File: config.mk
export PLATFORM = sky130hd
export DESIGN_NAME = encode_job_ctrl
export DESIGN_NICKNAME = d
export VERILOG_FILES = /design/src/rtl/enc_ctrl_pkg.sv /design/src/rtl/enc_watchdog.sv /design/src/rtl/encode_job_ctrl.sv
export SDC_FILE = /design/constraint.sdc
export NUM_CORES = 1
export LEC_CHECK = 0
export CAP_MARGIN = 20
export CORE_UTILIZATION = 39
export DETAILED_ROUTE_END_ITERATION = 6
export GPL_ROUTABILITY_DRIVEN = 0
export GPL_TIMING_DRIVEN = 0
export PLACE_DENSITY = 0.8
export SLEW_MARGIN = 30
export SYNTH_ARGS = -nofsm -noshare
export SYNTH_HDL_FRONTEND = slang
export SYNTH_SLANG_ARGS = --single-unit
File: constraint.sdc
create_clock -name clk -period 1.5 [get_ports clk]
set_input_delay 0.3 -clock clk [delete_from_list [all_inputs] [get_ports clk]]
set_output_delay 0.3 -clock clk [all_outputs]
set_load 0.02 [all_outputs]
File: src/rtl/enc_ctrl_pkg.sv
// Shared state encoding, default parameters and the output-count clamp for encode_job_ctrl.
package enc_ctrl_pkg;

   typedef enum logic [1:0] {
      LOAD    = 2'd0,
      RUN     = 2'd1,
      FETCH   = 2'd2,
      PRESENT = 2'd3
   } enc_ctrl_state_e;

   localparam int DEF_ADDR_WIDTH  = 4;
   localparam int DEF_DATA_WIDTH  = 8;
   localparam int DEF_WDOG_CYCLES = 4096;

   // The encoder may report more codes than the output RAM can hold.
   function automatic logic [31:0] clamp_count(input logic [31:0] cnt, input logic [31:0] depth);
      return (cnt > depth) ? depth : cnt;
   endfunction

endpackage

File: src/rtl/enc_watchdog.sv
// RUN-phase watchdog: expires after WDOG_CYCLES consecutive run cycles without done.
module enc_watchdog
   import enc_ctrl_pkg::*;
#(
   parameter int WDOG_CYCLES = DEF_WDOG_CYCLES
) (
   input  logic clk,
   input  logic rst_n,
   input  logic run,
   input  logic done,
   output logic expired
);

   localparam int CW = (WDOG_CYCLES > 1) ? $clog2(WDOG_CYCLES) : 1;

   logic [CW-1:0] count;

   // count holds the number of run cycles already completed before this one
   assign expired = run && (count == CW'(WDOG_CYCLES - 1));

   always_ff @(posedge clk or negedge rst_n) begin
      if (!rst_n) begin
         count <= '0;
      end else if (!run || done) begin
         count <= '0;
      end else if (!expired) begin
         count <= count + CW'(1);
      end
   end

endmodule

File: src/rtl/encode_job_ctrl.sv
// Load -> run -> drain job sequencer around the encoder and its RAMs.
// Optional RUN watchdog enabled with macro ENC_WATCHDOG_EN.
module encode_job_ctrl
   import enc_ctrl_pkg::*;
#(
   parameter int ADDR_WIDTH  = DEF_ADDR_WIDTH,
   parameter int DATA_WIDTH  = DEF_DATA_WIDTH,
   parameter int WDOG_CYCLES = DEF_WDOG_CYCLES
) (
   input  logic                  clk,
   input  logic                  rst_n,
   input  logic                  in_valid,
   output logic                  in_ready,
   input  logic [DATA_WIDTH-1:0] in_data,
   input  logic                  in_last,
   output logic                  in_ram_we,
   output logic [ADDR_WIDTH-1:0] in_ram_addr,
   output logic [DATA_WIDTH-1:0] in_ram_wdata,
   output logic                  enc_cs,
   output logic [ADDR_WIDTH:0]   enc_in_len,
   input  logic                  enc_done,
   input  logic [ADDR_WIDTH:0]   enc_out_count,
   output logic [ADDR_WIDTH-1:0] out_ram_addr,
   input  logic [DATA_WIDTH-1:0] out_ram_rdata,
   output logic                  out_valid,
   input  logic                  out_ready,
   output logic [DATA_WIDTH-1:0] out_data,
   output logic                  out_last,
   output logic                  busy,
   output logic                  err_overflow,
   output logic                  err_timeout,
   output logic [1:0]            dbg_state
);

   localparam int DEPTH = 2 ** ADDR_WIDTH;
   localparam logic [1:0] S_LOAD    = LOAD;
   localparam logic [1:0] S_RUN     = RUN;
   localparam logic [1:0] S_FETCH   = FETCH;
   localparam logic [1:0] S_PRESENT = PRESENT;

   // Both streams use valid/ready: a beat transfers on a rising edge where valid and ready
   // are both high; once out_valid is raised, out_data/out_last hold until out_ready.
   logic [1:0]            state;
   logic [ADDR_WIDTH-1:0] wr_ptr;
   logic [ADDR_WIDTH-1:0] rd_ptr;
   logic [ADDR_WIDTH:0]   cnt;
   logic [ADDR_WIDTH:0]   done_cnt;
   logic                  primed;
   logic                  accept;
   logic                  beat_last;
   logic                  wdog_expired;

   assign in_ready     = rst_n && (state == S_LOAD);
   assign accept       = in_valid && in_ready;
   assign in_ram_we    = accept;
   assign in_ram_addr  = wr_ptr;
   assign in_ram_wdata = accept ? in_data : '0;
   assign beat_last    = in_last || (wr_ptr == ADDR_WIDTH'(DEPTH - 1));
   assign done_cnt     = (ADDR_WIDTH+1)'(clamp_count(32'(enc_out_count), 32'(DEPTH)));

   assign enc_cs    = (state == S_RUN);
   assign busy      = (state != S_LOAD);
   assign out_valid = (state == S_PRESENT);
   assign out_last  = out_valid && ({1'b0, rd_ptr} == cnt - (ADDR_WIDTH+1)'(1));
   assign dbg_state = state;

   // While presenting, the RAM already reads the next word so a refetch needs only one cycle;
   // the first fetch after RUN waits one extra cycle for the read latency.
   always_comb begin
      out_ram_addr = '0;
      if (state == S_PRESENT) out_ram_addr = rd_ptr + ADDR_WIDTH'(1);
      else if (state == S_FETCH) out_ram_addr = rd_ptr;
   end

`ifdef ENC_WATCHDOG_EN
   enc_watchdog #(.WDOG_CYCLES(WDOG_CYCLES)) u_wdog (
      .clk     (clk),
      .rst_n   (rst_n),
      .run     (state == S_RUN),
      .done    (enc_done),
      .expired (wdog_expired)
   );
`else
   logic unused_wdog;
   assign unused_wdog  = ^WDOG_CYCLES;
   assign wdog_expired = 1'b0;
`endif

   always_ff @(posedge clk or negedge rst_n) begin
      if (!rst_n) begin
         state        <= S_LOAD;
         wr_ptr       <= '0;
         rd_ptr       <= '0;
         cnt          <= '0;
         primed       <= 1'b0;
         enc_in_len   <= '0;
         out_data     <= '0;
         err_overflow <= 1'b0;
         err_timeout  <= 1'b0;
      end else begin
         case (state)
            S_LOAD: begin
               if (accept) begin
                  wr_ptr     <= wr_ptr + ADDR_WIDTH'(1);
                  enc_in_len <= {1'b0, wr_ptr} + (ADDR_WIDTH+1)'(1);
                  if (wr_ptr == '0) begin
                     err_overflow <= 1'b0;
                     err_timeout  <= 1'b0;
                  end
                  if (!in_last && (wr_ptr == ADDR_WIDTH'(DEPTH - 1))) err_overflow <= 1'b1;
                  if (beat_last) state <= S_RUN;
               end
            end
            S_RUN: begin
               if (enc_done) begin
                  cnt    <= done_cnt;
                  rd_ptr <= '0;
                  primed <= 1'b0;
                  if (done_cnt == '0) begin
                     state      <= S_LOAD;
                     wr_ptr     <= '0;
                     enc_in_len <= '0;
                  end else begin
                     state <= S_FETCH;
                  end
               end else if (wdog_expired) begin
                  err_timeout <= 1'b1;
                  state       <= S_LOAD;
                  wr_ptr      <= '0;
                  rd_ptr      <= '0;
                  enc_in_len  <= '0;
               end
            end
            S_FETCH: begin
               if (primed) begin
                  out_data <= out_ram_rdata;
                  state    <= S_PRESENT;
               end else begin
                  primed <= 1'b1;
               end
            end
            default: begin
               if (out_ready) begin
                  if (out_last) begin
                     state      <= S_LOAD;
                     wr_ptr     <= '0;
                     rd_ptr     <= '0;
                     enc_in_len <= '0;
                  end else begin
                     rd_ptr <= rd_ptr + ADDR_WIDTH'(1);
                     primed <= 1'b1;
                     state  <= S_FETCH;
                  end
               end
            end
         endcase
      end
   end

endmodule
==> metrics <==
syn_area_per_cell 9.481 µm²; Iteration-0 DRC Markers 163; clk_skew 0.001137 ns; Core Util, Final 72.00%; final std cells w/o fill 309; Max Slew Vio Count 0; Routed WL per cell 14.16 µm; Setup CP Type reg -> out; Setup Viol. Count Final 28; vias in the first global route 1479; final worst path period need 1.925 ns; Synth async-reset ratio 100.0%; post-DR vias/cell 5.100; final antenna-violating net count 0; Worst R2R End enc_in_len[4]; leak pwr 1.220 nW; Tcrit/Tclk final 128.4%; # placed instances 280; most used cell, CP or2_4; final hold violation count 0; Die Height 65.91 µm; clk buf depth 2; Reg clk slew, reported paths 0.09 ns; Detail Placement HPWL 2.851 mm; IO buf count 64; FMAX 0.5194 GHz; Initial Utilization 41.93%; Worst EP arrival 1.63 ns; Antenna diodes 0; syn_nets 199; crit-path max cell delay 0.42 ns; FF-to-FF setup slack -0.34 ns; crit start category flip-flop; Max Cap Violations 0; I/O Pins 66; clk root buf clkbuf_8; Vias 1576; status finished with violations; failing checks negative setup slack; clk sinks 26; total grt overflow 0; unrepaired setup endpoints after global routing yes; Final nets 293; Chip Width 65.91 µm; Primary FF master, synth dfrtp_1; core area 3799 µm²; Yosys Warn Count 0; Critical Path, Cell by Cell or2_4, or2_4, clkinv_4, buf_8, and2_4, buf_6; VDD IR max 1.072 mV; H-tree levels 1; Hold/Removal Path Class in -> async; WP data required 1.20 ns; Slowest-stage cell, CP dfrtp_2; Distinct cells, synth 43; Worst setup EP type primary output; first-pass GRT wire length 6.900 mm; clk_lat worst skew 0.27 ns; num rows 22; DRC 0; TritonRoute pass-1 iters 4; Setup TNS -7.595 ns; r2r startpoint cnt[1]; Post-Syn Area 1593 µm²; Tot GR Track Use 20.89%; Pwr Total 0.005471 W; flops & latches, synth 26; Inserted Clock Buffers 3; largest net degree at the start of global routing 27; CP Max Fanout 10; EDFF count, synth 0; Cell Pwr Density 2000 nW/µm²; synthesized instance count 168; die area 4343 µm²; register area share after synthesis 40.85%; CTS tree built; initial antenna violation count 0; drt total wl 4.376 mm; setup slack after layout -0.4254 ns; worst-case reg-to-reg path depth 9; Area Overhead vs Synth 71.72%; fill count 287; layout cells sized above 1 42.91%
-- layer usage --
metal / GRT usage, % / share of wire, % / up-vias
li1: - / - / 760
met4: 6.793 / 1.3 / 0
met1: 28.04 / 43 / 758
met2: 33.67 / 49 / 53
met5: 0 / 0 / -
met3: 3.793 / 6.3 / 5
-- Yosys cell counts, types with 2 or more instances --
cell type	n	area (µm²)
dfrtp_1	26	650.6
xor2_1	4	35.03
xnor2_1	4	35.03
o21ai_0	12	60.06
inv_1	10	37.54
nand4_1	6	37.54
inv_2	2	7.510
and2_1	12	75.07
nor2b_1	2	12.51
a21oi_1	4	20.02
nand2b_1	4	25.02
buf_2	4	20.02
mux2_2	11	123.9
a22oi_1	2	15.01
a31oi_1	3	18.77
buf_4	5	37.54
nand4b_1	2	17.52
ha_1	4	50.05
mux2i_1	2	20.02
nor2_1	6	22.52
nor3_1	2	10.01
nand2_1	17	63.81
nand3b_1	3	22.52
nand3_1	2	10.01
-- through the flow --
stage / setup slack, ns / instance area, µm² / hold slack, ns
6_report: -0.4254 / 2735 / 0.07131
5_1_grt: -0.4913 / 2735 / 0.07602
4_1_cts: -0.4589 / 2616 / 0.06782
3_5_place_dp: -1.056 / 2342 / 0.3535
3_3_place_gp: -1.934 / 2347 / 0.4630
2_1_floorplan: -0.2082 / 1647 / 0.004409
-- critical path, delay by kind of cell (launching register included) --
kind	cells	cell delay (ns)
simple gates	3	0.64
flops	1	0.42
buf+inv	3	0.28
-- power by group --
part           switching, W  internal, W  leakage, nW
Combinational       0.00181      0.00187        0.896
Sequential         0.000281      0.00104        0.296
Clock              0.000229     0.000235       0.0288
-- cell families after synthesis --
family	Yosys count	share of synthesized area, %
and+or+nand+nor	63	22.31
muxes	13	9.034
buffers and inverters	23	7.463
AOI/OAI and AO/OA	30	12.57
DFF	26	40.85
xor gates and xnor gates	8	4.399
adders and majority gates	4	3.142
other	1	0.2354
-- what timing repair did --
item / 4_1_cts / 5_1_grt
pin swaps: 14 / 13
buffers inserted: 18 / 8
hold endpoints to repair: 26 / 0
hold buffers: 2 / 0
endpoints found under the setup margin: 58 / 42
gates resized for setup: 129 / 37
-- flip-flops by register name, summed over array words and instances (netlist names) --
| name | flops |
|---|---|
| enc_in_len | 5 |
| out_data | 8 |
| rd_ptr | 4 |
| err_overflow | 1 |
| primed | 1 |
| cnt | 5 |
| dbg_state | 2 |
-- cell type report --
cell class	count	area (µm²)	area share [%]
plain buffers	10	93.84	3.431
clock buffers	4	55.05	2.013
inverters	12	50.05	1.830
multi-input cells	119	943.4	34.49
flip-flops and latches	26	658.1	24.06
well taps	48	60.06	2.196
repair buffers	90	874.6	31.98
-- how the worst max path moves through the flow --
stage | start | to | slack (ns) | cells after the start
floorplan | dbg_state[1] | in_ram_wdata[0] | -0.21 | 5
global placement | rst_n | in_ram_wdata[4] | -1.93 | 7
detailed placement | rst_n | in_ram_wdata[1] | -1.06 | 7
CTS | dbg_state[1] | in_ram_wdata[3] | -0.46 | 6
global route | dbg_state[1] | in_ram_wdata[4] | -0.49 | 6
finish | dbg_state[1] | in_ram_wdata[7] | -0.43 | 6
-- cell usage in the layout, fill, tap and decap left out, types with 4 or more instances in the layout --
cell / synthesis / routed
buf_6: 1 / 23
nand2_1: 17 / 15
clkbuf_8: 0 / 4
clkdlybuf4s50_1: 0 / 24
buf_4: 5 / 26
nand4_1: 6 / 6
dfrtp_1: 26 / 20
nand2b_1: 4 / 4
dfrtp_2: 0 / 6
nor2_1: 6 / 6
inv_1: 10 / 8
mux2_2: 11 / 11
dlygate4sd2_1: 0 / 19
o21ai_0: 12 / 7
and2_4: 0 / 9
Note: power is estimated with default switching activity, not from simulation.
